[src/rtl/picosoc_pkg.sv]
// Shared constants for the systimer register window: offsets, bit indices, reset values.
// Also holds the byte-lane write merge helper.
package picosoc_pkg;

  localparam logic [4:0] OFF_CTRL   = 5'h00;
  localparam logic [4:0] OFF_COUNT  = 5'h04;
  localparam logic [4:0] OFF_CMP    = 5'h08;
  localparam logic [4:0] OFF_STATUS = 5'h0C;
  localparam logic [4:0] OFF_PRESC  = 5'h10;

  localparam int CTRL_EN         = 0;
  localparam int CTRL_IRQ_EN     = 1;
  localparam int CTRL_AUTORELOAD = 2;
  localparam int STATUS_MATCH    = 0;

  localparam logic [31:0] CMP_RST = 32'hFFFF_FFFF;

  function automatic logic [31:0] byte_merge(input logic [31:0] old_v,
                                             input logic [31:0] new_v,
                                             input logic [3:0]  be);
    logic [31:0] res;
    for (int i = 0; i < 4; i++)
      res[8*i +: 8] = be[i] ? new_v[8*i +: 8] : old_v[8*i +: 8];
    return res;
  endfunction

endpackage

[src/rtl/systimer_prescaler.sv]
// Tick generator: one tick every presc+1 clocks while en=1; counter parks at 0 when disabled.
// Only instantiated when SYSTIMER_PRESCALER_EN is defined.
module systimer_prescaler (
  input  logic        clk,
  input  logic        resetn,
  input  logic        en,
  input  logic [15:0] presc,
  output logic        tick
);

  logic [15:0] r_cnt;

  // First tick fires on the first enabled cycle, then the down-counter reloads.
  assign tick = en && (r_cnt == 16'h0);

  always_ff @(posedge clk or negedge resetn) begin
    if (!resetn)
      r_cnt <= 16'h0;
    else if (!en)
      r_cnt <= 16'h0;
    else if (r_cnt == 16'h0)
      r_cnt <= presc;
    else
      r_cnt <= r_cnt - 16'd1;
  end

endmodule

[src/rtl/systimer.sv]
// Memory-mapped system timer on the CPU native bus: free-running/auto-reload COUNT, CMP match, level irq.
// Optional prescaler support is enabled by defining SYSTIMER_PRESCALER_EN.
module systimer
  import picosoc_pkg::*;
#(
  parameter logic [31:0] BASE_ADDR = 32'h0300_0000
) (
  input  logic        clk,
  input  logic        resetn,
  input  logic        valid,
  output logic        ready,
  input  logic [3:0]  wen,
  input  logic [31:0] addr,
  input  logic [31:0] wdata,
  output logic [31:0] rdata,
  output logic        irq
);

  logic [2:0]  r_ctrl;
  logic [31:0] r_count;
  logic [31:0] r_cmp;
  logic        r_match;
  logic        r_ready;
  logic [31:0] r_rdata;
  logic        r_irq;

  logic        w_sel, w_acc, w_wr;
  logic [4:0]  w_off;
  logic        w_wr_ctrl, w_wr_count, w_wr_cmp, w_wr_status, w_wr_presc;
  logic        w_tick, w_hit, w_match_nxt;
  logic [2:0]  w_ctrl_nxt;
  logic [31:0] w_rd, w_presc_rd;
  logic        w_unused;

  assign w_unused = &{1'b0, addr[1:0]};

  // A new transfer is only taken once valid has been seen with ready low.
  assign w_sel = valid && (addr[31:5] == BASE_ADDR[31:5]);
  assign w_acc = w_sel && !r_ready;
  assign w_wr  = w_acc && (wen != 4'b0000);
  assign w_off = {addr[4:2], 2'b00};

  assign w_wr_ctrl   = w_wr && (w_off == OFF_CTRL);
  assign w_wr_count  = w_wr && (w_off == OFF_COUNT);
  assign w_wr_cmp    = w_wr && (w_off == OFF_CMP);
  assign w_wr_status = w_wr && (w_off == OFF_STATUS);
  assign w_wr_presc  = w_wr && (w_off == OFF_PRESC);

`ifdef SYSTIMER_PRESCALER_EN
  logic [15:0] r_presc;

  always_ff @(posedge clk or negedge resetn) begin
    if (!resetn) begin
      r_presc <= 16'h0;
    end else if (w_wr_presc) begin
      if (wen[0]) r_presc[7:0]  <= wdata[7:0];
      if (wen[1]) r_presc[15:8] <= wdata[15:8];
    end
  end

  systimer_prescaler u_prescaler (
    .clk    (clk),
    .resetn (resetn),
    .en     (r_ctrl[CTRL_EN]),
    .presc  (r_presc),
    .tick   (w_tick)
  );

  assign w_presc_rd = {16'h0, r_presc};
`else
  logic w_unused_presc;
  assign w_unused_presc = w_wr_presc;
  assign w_tick         = r_ctrl[CTRL_EN];
  assign w_presc_rd     = 32'h0;
`endif

  // A software COUNT write swallows a coincident tick, including its match.
  assign w_hit = w_tick && !w_wr_count && (r_count == r_cmp);

  assign w_ctrl_nxt = (w_wr_ctrl && wen[0]) ? wdata[2:0] : r_ctrl;

  always_comb begin
    w_match_nxt = r_match;
    if (w_wr_status && wen[0] && wdata[STATUS_MATCH]) w_match_nxt = 1'b0;
    if (w_hit)                                        w_match_nxt = 1'b1;
  end

  always_comb begin
    w_rd = 32'h0;
    case (w_off)
      OFF_CTRL:   w_rd = {29'h0, r_ctrl};
      OFF_COUNT:  w_rd = r_count;
      OFF_CMP:    w_rd = r_cmp;
      OFF_STATUS: w_rd = {31'h0, r_match};
      OFF_PRESC:  w_rd = w_presc_rd;
      default:    w_rd = 32'h0;
    endcase
  end

  always_ff @(posedge clk or negedge resetn) begin
    if (!resetn) begin
      r_ctrl  <= 3'h0;
      r_count <= 32'h0;
      r_cmp   <= CMP_RST;
      r_match <= 1'b0;
      r_ready <= 1'b0;
      r_rdata <= 32'h0;
      r_irq   <= 1'b0;
    end else begin
      r_ctrl  <= w_ctrl_nxt;
      r_match <= w_match_nxt;
      r_irq   <= w_match_nxt & w_ctrl_nxt[CTRL_IRQ_EN];
      r_ready <= w_acc;
      r_rdata <= w_acc ? w_rd : 32'h0;
      if (w_wr_cmp)
        r_cmp <= byte_merge(r_cmp, wdata, wen);
      if (w_wr_count)
        r_count <= byte_merge(r_count, wdata, wen);
      else if (w_tick)
        r_count <= (w_hit && r_ctrl[CTRL_AUTORELOAD]) ? 32'h0 : r_count + 32'd1;
    end
  end

  assign ready = r_ready;
  assign rdata = r_rdata;
  assign irq   = r_irq;

endmodule

[config.mk]
export PLATFORM = sky130hd
export DESIGN_NAME = systimer
export DESIGN_NICKNAME = d
export VERILOG_FILES = /design/src/rtl/picosoc_pkg.sv /design/src/rtl/systimer_prescaler.sv /design/src/rtl/systimer.sv
export SDC_FILE = /design/constraint.sdc
export NUM_CORES = 1
export LEC_CHECK = 0
export CAP_MARGIN = 40
export CORE_AREA = 2 2 76 150
export DETAILED_ROUTE_END_ITERATION = 6
export DIE_AREA = 0 0 78 152
export PLACE_DENSITY = 0.79
export SKIP_LAST_GASP = 1
export SYNTH_ARGS = -nofsm -noshare
export SYNTH_HDL_FRONTEND = slang
export SYNTH_SLANG_ARGS = --single-unit
[constraint.sdc]
create_clock -name clk -period 2.4 [get_ports clk]
set_input_delay 0.24 -clock clk [delete_from_list [all_inputs] [get_ports clk]]
set_output_delay 0.24 -clock clk [all_outputs]
set_load 0.05 [all_outputs]
# Word-level counts from Yosys, hierarchy flattened
# Cells that the tools add are included.
dict set report totals {
  register_bits 102
  latch_bits 0
  mem_bits_rw 0
  romBits 0
  out_inout_bits 34
  word_cells 63
  n_memories 0
}
dict set report op_classes {
  n_addsub 1
  n_mul 0
  div 0
  magnitude_cmp 0
  n_eq_ne 9
  shifts 0
  muxes 12
  n_bitwise 1
  n_reduce_logical 26
}
# operator count
set ops {}
lappend ops {{2-to-1 mux 32 bit} 4}
lappend ops {{case mux 32 bit (4 select lines)} 1}
lappend ops {{adder 32 x 1 -> 32 bit, second input constant} 1}
lappend ops {{equality test 32 bit} 1}
lappend ops {{2-to-1 mux 8 bit} 4}
lappend ops {{equality test 27 x 21 -> 1 bit, second input constant} 1}
lappend ops {{AND reduction 2 bit} 8}
lappend ops {{logical AND 1 bit} 13}
lappend ops {{inequality test 2 bit, second input constant} 4}
lappend ops {{equality test 3 x 2 -> 1 bit, second input constant} 2}
lappend ops {{zero test 5 bit} 1}
lappend ops {{nonzero test 4 bit} 1}
lappend ops {{equality test 3 x 1 -> 1 bit, second input constant} 1}
lappend ops {{zero test 1 bit} 2}
lappend ops {{2-to-1 mux 1 bit} 2}
lappend ops {{2-to-1 mux 2 bit} 1}
lappend ops {{nonzero test 2 bit} 1}
lappend ops {{bitwise AND 1 bit} 1}

# Longest topological paths before layout
# Gate-level depths: netlist of run 1.
dict set report logic_depth {
  ltp_word 12
  mapped_depth 8
  ltp_nobuf 7
}

# Worst setup path before layout of run 1
# No wires, ideal clock.
dict set report synth_path {
  path_kind {reg-to-reg}
  start {register r_ready, in the netlist ready}
  end {register r_cmp[0]}
  arrival_time_ns 2.188
  required_time_ns 2.318
  path_slack_ns 0.130
  stages_incl_launch_ff 8
  cell_sequence {dfrtp_1 > nor4b_1 > nand4_1 > nor2_1 > buf_2 > and3_1 > buf_2 > mux2_2}
}
dict set report synth_between {
  elab_chain_len 5
}
# item line
set synth_lines {}
lappend synth_lines {{start, declared} systimer.sv:23} ;# logic r_ready;
lappend synth_lines {{start signal, assigned} systimer.sv:113} ;# r_ready <= w_acc;
lappend synth_lines {{zero test 1 bit} systimer.sv:39} ;# assign w_acc = w_sel && !r_ready;
lappend synth_lines {{logical AND 1 bit} systimer.sv:39}
lappend synth_lines {{via w_acc} systimer.sv:27} ;# logic w_sel, w_acc, w_wr;
lappend synth_lines {{logical AND 1 bit} systimer.sv:40} ;# assign w_wr = w_acc && (wen != 4'b0000);
lappend synth_lines {{logical AND 1 bit} systimer.sv:45} ;# assign w_wr_cmp = w_wr && (w_off == OFF_CMP);
lappend synth_lines {{AND reduction 2 bit (no source line)} -}
lappend synth_lines {{end signal, assigned} systimer.sv:116} ;# r_cmp <= byte_merge(r_cmp, wdata, wen);
lappend synth_lines {{end, declared} systimer.sv:21} ;# logic [31:0] r_cmp;
# The timed path passes the listed nets, and every way through them passes these cells.
# A chain may end at the register's enable or synchronous reset.

# Worst setup path in the final report of run 1
dict set report layout_path {
  start {register r_cmp[5]}
  end {register r_count[31]}
}
dict set report layout_between {
  elab_chain_len 6
}
# item line
set layout_lines {}
lappend layout_lines {{equality test 32 bit} systimer.sv:78} ;# assign w_hit = w_tick && !w_wr_count && (r_count == r_cmp);
lappend layout_lines {{logical AND 1 bit} systimer.sv:78}
lappend layout_lines {{logical AND 1 bit} systimer.sv:120} ;# r_count <= (w_hit && r_ctrl[CTRL_AUTORELOAD]) ? 32'h0 : r_count + 32'd1;
lappend layout_lines {{2-to-1 mux 32 bit} systimer.sv:120}
lappend layout_lines {{2-to-1 mux 32 bit} systimer.sv:119} ;# else if (w_tick)
lappend layout_lines {{2-to-1 mux 32 bit} systimer.sv:117} ;# if (w_wr_count)
lappend layout_lines {{end signal, assigned} systimer.sv:118} ;# r_count <= byte_merge(r_count, wdata, wen);
lappend layout_lines {{end signal, assigned} systimer.sv:120}
lappend layout_lines {{end, declared} systimer.sv:20} ;# logic [31:0] r_count;
# Every way passes these cells. The select of a mux whose other input is x is not followed.

==> results of run 1 <==
repair_timing:
action	CTS	global route
gates cloned	0	0
hold endpoints to repair	30	0
setup endpoints to repair	17	29
resized for setup	5	25
hold buffers	1	0
pin swaps	1	10
buffers inserted	0	4
synthesized netlist by cell type, types with 2 or more instances:
cell	number
a21o_1	2
a21oi_1	11
a221o_1	5
a22oi_1	38
a31oi_1	2
a32oi_1	3
and2_1	4
and3_1	12
and3b_1	2
and4_1	6
buf_2	25
clkbuf_1	17
dfrtp_1	70
dfstp_2	32
inv_1	9
mux2_2	36
mux2i_1	10
nand2_1	36
nand3_1	25
nand3b_1	3
nand4_1	23
nor2_1	55
nor2b_1	4
nor3_1	11
nor3b_1	3
nor4_1	8
nor4_4	2
nor4b_1	3
o211ai_1	8
o21ai_0	13
o221ai_1	4
o22ai_1	4
o2bb2ai_1	2
or2_2	3
or3_1	3
or4_1	2
xnor2_1	33
stage by stage:
stage                     hold WS, ns  setup TNS (ns)  total power [W]
after floorplan               -0.0556               0          0.00178
after global placement          0.288           -6.54          0.00197
after detailed placement        0.298          -11.69          0.00198
after CTS                       0.467               0          0.00351
after global routing            0.503           -1.07          0.00360
final                           0.450        -0.00283          0.00351
worst max path at each step:
stage          slack, ns  cells past startpoint                 endpoint                   start
6_report          -0.003                     10  r_count[31]$_DFFE_PN0P_    r_cmp[5]$_DFFE_PN1P_
5_1_grt            -0.11                     10  r_count[30]$_DFFE_PN0P_   r_cmp[27]$_DFFE_PN1P_
4_1_cts             0.03                      7  r_count[22]$_DFFE_PN0P_  r_count[0]$_DFFE_PN0P_
3_5_place_dp       -0.34                      9  r_count[31]$_DFFE_PN0P_                addr[28]
3_3_place_gp       -0.26                      9  r_count[31]$_DFFE_PN0P_                addr[23]
2_1_floorplan       0.13                      7     r_cmp[0]$_DFFE_PN1P_         ready$_DFF_PN0_
area by class of cell:
cell class                      count  area [sq um]
Timing Repair Buffer              215          1980
Inverter                            9          33.8
Fill cell                         788          2830
Clock inverter                      5          66.3
Tap cell                          140           175
Clock buffer                       11           253
Sequential cell                   102          2590
Multi-Input combinational cell    397          2880
sequential cells by signal (all words and copies together), names as in the netlist:
signal / flops
irq: 1
r_cmp: 32
r_count: 32
r_ctrl: 3
r_match: 1
rdata: 32
ready: 1
power groups by stage:
stage | clock network (W) | logic (W) | registers (W)
global route | 0.00163 | 0.000251 | 0.00172
global placement | 0 | 0.000222 | 0.00175
floorplan | 0 | 0.0000310 | 0.00175
detailed placement | 0 | 0.000229 | 0.00175
finish | 0.00155 | 0.000235 | 0.00172
CTS | 0.00156 | 0.000232 | 0.00172
logic make-up (layout without fill, tap and decap cells):
kind of cell / after synthesis / in the layout / share of synthesized area, %
simple gates: 214 / 214 / 20.9
compound gates: 102 / 102 / 13.5
flops: 102 / 102 / 46.5
buf+inv: 53 / 240 / 4.20
mux: 47 / 47 / 9.48
xor+xnor: 33 / 33 / 5.19
fa+ha+maj: 1 / 1 / 0.225
layer usage:
| layer | track usage, % | vias up | routed length [microns] |
|---|---|---|---|
| met2 | 60.3 | 273 | 10400 |
| li1 | - | 2395 | - |
| met5 | 0 | - | 0 |
| met3 | 4.99 | 87 | 871 |
| met1 | 33.8 | 2698 | 6410 |
| met4 | 18.4 | 0 | 1180 |
==> results.cfg, run 1 <==
[final_layout]
drive_gt1_share_pct = 31.3
fin_util_pct = 73.9
nets = 806
stdcell_area_sq_um = 7990
num_antenna_cells = 0
final_common_cell = clkdlybuf4s50_1
final_cell_mix = clkdlybuf4s50_1 (101), buf_4 (99), dfrtp_1 (68)
area_growth_pct = 43.4
final_cells = 879

[detailed_routing]
vias_per_cell = 6.20
drtIter0Drc = 397
wl_per_cell_microns = 21.4
wl_mm = 18.9
dr.pass1.iters = 5
postRouteAntennaNets = 0
drcViolationCount = 0
vias = 5453

[die]
initial_utilization_pct = 51.5
die-area_sq_um = 11900
die_w_microns = 78
rows = 54
fp.dieH_microns = 152
ios = 105
core_area_sq_um = 10800

[setup_path]
slowest_delay_ns = 0.55
crit_family = buffers and inverters
path_max_fanout = 5
cp_cell_sequence = xnor2_1 -> buf_4 -> nand4_1 -> nor4_4 -> buf_4 -> buf_4 -> a41oi_4 -> buf_6 -> o211ai_1 -> nand3_1
required_ns = 2.63
critPathCaptureType = flop
cpMostUsedCell = buf_4
r2r-end = r_count[31]$_DFFE_PN0P_
crit_buf_inv = 4
crit_slowest_cell = dfstp_2
cp-start-kind = flop
arrival_ns = 2.63
rrSetupSlack_ns = -0.003
worst-setup-path-type = flop to flop
ff2ff_path_depth = 10
r2r_start = r_cmp[5]$_DFFE_PN1P_

[placed_design]
dpl_cell_area_sq_um = 7470
dpl.hpwl_mm = 14.2
gp_congestion = 0.963
place_ws_ns = -0.339
io_buffers = 102
dp.cells = 858

[pwr]
p_sw_w = 0.000780
p_leak_nw = 3.15
comb_power_share_pct = 6.7
internal_power_w = 0.00273
p_clk_share_pct = 44.2
swShare_pct = 22.2
p_per_area_nw_per_um2 = 439
irDropWorstVdd_mv = 0.416
sequentialPowerShare_pct = 49.1

[clocking]
htree_levels = 3
clk_latency_ns = 0.35
clk_path_buf_depth = 2
cts_root_buf = clkbuf_16
cts_buffers = 9
tritoncts = done
clock-sinks = 102
clk_pin_slew_ns = 0.07

[flow_run]
drv_cap = 0

[timing]
worst_pin_slew_ns = 0.619
relSlewSlack_pct = 58.7
clock.fmax_mhz = 416
fin_skew_ns = 0.0103
setup_viol = 1
grt_setup_unrepaired = yes
worst_slack_ns = -0.00283
final.period_utilization_pct = 100
maxSlewViolCount = 0
layout_min_cycle_time_ns = 2.40
hold_viol_final = 0

[run_status]
outcome = finished with violations
violations = setup timing

[grt]
grt_usage_pct = 32.5
grt_pass1_vias = 5787
grt-ovfl-total = 0
grt_max_degree = 49
antenna_found_initial = 0
grt_pass1_wl_mm = 29.8

[synthesis]
synth.ff_latch_count = 102
ys_seq_area_share_pct = 46.5
synthArstFlopShare_pct = 100
synth-edff-count = 0
synth_area_per_cell_sq_um = 10.1
synthCells = 552
synth.net_count = 624
synth_top_cells_by_area = dfrtp_1 (31%), dfstp_2 (15%), mux2_2 (7.3%)
yosys.area.top_type = dfrtp_1
syn_area_sq_um = 5570
synth_top_area_share_pct = 31.4
ys.flop_type = dfrtp_1
ys_types = 60
ys.warnings.count = 0

[min_path]
min_path_type = primary input to async pin
(Power assumes the default switching activity.)
==> inputs of run 2 (changes only) <==
--- a/config.mk
+++ b/config.mk
@@ -6,10 +6,11 @@
 export NUM_CORES = 1
 export LEC_CHECK = 0
 export CAP_MARGIN = 40
-export CORE_AREA = 2 2 76 150
+export CORE_AREA = 2 2 73 145
 export DETAILED_ROUTE_END_ITERATION = 6
-export DIE_AREA = 0 0 78 152
-export PLACE_DENSITY = 0.79
+export DIE_AREA = 0 0 75 147
+export GPL_TIMING_DRIVEN = 0
+export PLACE_DENSITY = 0.84
 export SKIP_LAST_GASP = 1
 export SYNTH_ARGS = -nofsm -noshare
 export SYNTH_HDL_FRONTEND = slang
==> constraint.sdc (replaced) <==
create_clock -name clk -period 2.8 [get_ports clk]
set_input_delay 0.28 -clock clk [delete_from_list [all_inputs] [get_ports clk]]
set_output_delay 0.28 -clock clk [all_outputs]
set_load 0.05 [all_outputs]
==> run 2 against run 1 <==
The run now ends clean; final cell count is 7.7% lower; clock skew is 0.0035 ns lower; register-to-register slack better by 0.06 ns; sequential cell count stayed put; worst setup slack better by 0.063 ns; combinational power is 25% lower; via count is 8.2% lower; die area is 7.0% lower; largest cell class unchanged.
==> results.cfg, run 2 (synthesis results as in run 1) <==
[placed_design]
gp_congestion = 0.948
dp.cells = 791
place_ws_ns = -0.277
io_buffers = 100
dpl.hpwl_mm = 11.7

[setup_path]
path_max_fanout = 10
slowest_delay_ns = 0.55
cp-start-kind = flop
worst-setup-path-type = flop to flop
worstSetupStartpoint = r_count[16]$_DFFE_PN0P_
cpMostUsedCell = buf_2
arrival_ns = 2.95
crit_slowest_cell = nor4_4
r2r_start = r_count[16]$_DFFE_PN0P_
required_ns = 3.01
critPathCaptureType = flop
cp_cell_sequence = buf_2 -> xnor2_1 -> nand4_1 -> nor4_4 -> a31oi_2 -> buf_2 -> a22oi_1 -> o21ai_0

[timing]
maxSlewViolCount = 0
tns_ns = 0
worst_slack_ns = 0.0601
fin_skew_ns = 0.00683
setup_viol = 0
final.period_utilization_pct = 97.9
grt_setup_unrepaired = yes
clock.fmax_mhz = 365
hold_viol_final = 0
worst_pin_slew_ns = 0.618
layout_min_cycle_time_ns = 2.74
relSlewSlack_pct = 58.8

[die]
rows = 52
fp.dieH_microns = 147
die_w_microns = 75
ios = 105
die-area_sq_um = 11000
initial_utilization_pct = 56.0
core_area_sq_um = 9950

[final_layout]
num_antenna_cells = 0
final_cell_mix = clkdlybuf4s50_1 (99), dfrtp_1 (70), nor2_1 (55)
nets = 743
final_cells = 811
final_common_cell = clkdlybuf4s50_1
drive_gt1_share_pct = 19.2
area_growth_pct = 27.7

[detailed_routing]
vias_per_cell = 6.17
wl_per_cell_microns = 19.8
met3WireLength_mm = 1.11
drtIter0Drc = 506
postRouteAntennaNets = 0
wl_met2_mm = 7.93
m1WireLength_mm = 6.23
wl_mm = 16.0
top_layer_used = met4
drcViolationCount = 0
vias = 5004
dr.pass1.iters = 5

[pwr]
p_leak_nw = 2.71
p_per_area_nw_per_um2 = 399
irDropWorstVdd_mv = 0.384

[run_status]
outcome = finished, final reports clean

[clocking]
clock-sinks = 102
cts_buffers = 9
clk_path_buf_depth = 2
tritoncts = done
clk_latency_ns = 0.35
htree_levels = 3
cts_root_buf = clkbuf_16
clk_pin_slew_ns = 0.07

[grt]
grt-ovfl-total = 0
grt_usage_pct = 30.3
grt_pass1_wl_mm = 25.4
grt_pass1_vias = 4953
grt_max_degree = 57
antenna_found_initial = 0

[min_path]
min_from = addr[2]
min_path_type = primary input to flop

[flow_run]
drv_cap = 0
## run 2: cell count changes in the layout (fill, tap and decap cells not counted), moves of 7 or more
cell / before / now
buf_6: 7 / 0
buf_2: 0 / 26
buf_4: 99 / 4
clkbuf_1: 0 / 20
buf_12: 7 / 0
## run 2: what timing repair did
action | 4_1_cts | 5_1_grt
endpoints found under the hold margin | 31 | 0
gates resized for setup | 0 | 2
endpoints found under the setup margin | 0 | 22
hold buffers | 1 | 0
setup buffers | 0 | 2
## run 2: final timing paths
path / endpoint / slack [ns] / depth (start not counted)
min: r_match$_DFF_PN0_ / 0.35 / 4
max in group asynchronous: r_cmp[24]$_DFFE_PN1P_ / 1.58 / 3
max reg2reg: r_count[5]$_DFFE_PN0P_ / 0.06 / 8
max: r_count[5]$_DFFE_PN0P_ / 0.06 / 8
min in group asynchronous: irq$_DFF_PN0_ / 0.49 / 2
min reg2reg: r_match$_DFF_PN0_ / 0.54 / 2
## run 2: layer usage
| layer | GRT usage [%] | vias to the layer above |
|---|---|---|
| met1 | 38.4 | 2385 |
| met4 | 17.8 | 0 |
| met2 | 47.7 | 287 |
| li1 | - | 2277 |
| met5 | 0 | - |
| met3 | 4.87 | 55 |
## run 2: metrics by stage
step | hold WS, ns | power [W] | instance area, sq um | utilization (%)
final | 0.346 | 0.00284 | 7110 | 71.4
after detailed placement | 0.331 | 0.00168 | 6780 | 68.1
after global routing | 0.396 | 0.00293 | 7110 | 71.4
after CTS | 0.345 | 0.00285 | 7070 | 71.1
after global placement | 0.508 | 0.00167 | 6740 | 67.7
after floorplan | -0.0156 | 0.00153 | 5570 | -
## run 2: power by group
group | internal, W | switching (W) | total [W]
Sequential | 0.00148 | 0.0000000306 | 0.00148
Clock | 0.000654 | 0.000533 | 0.00119
Combinational | 0.0000963 | 0.0000800 | 0.000176
## run 2: worst max-delay path, delay by kind of cell (launching register included)
kind / cells / cell delay, ns
simple gates: 2 / 0.77
flops: 1 / 0.38
xor+xnor: 1 / 0.32
buf+inv: 2 / 0.49
compound gates: 3 / 0.63
## run 2: layout make-up
cell class                      instances  area [sq um]
Fill cell                             724          2840
Sequential cell                       102          2590
Clock inverter                          2          16.3
Inverter                                9          33.8
Multi-Input combinational cell        397          2760
Tap cell                              135           169
Buffer                                 44           200
Clock buffer                           14           264
Timing Repair Buffer                  108          1070
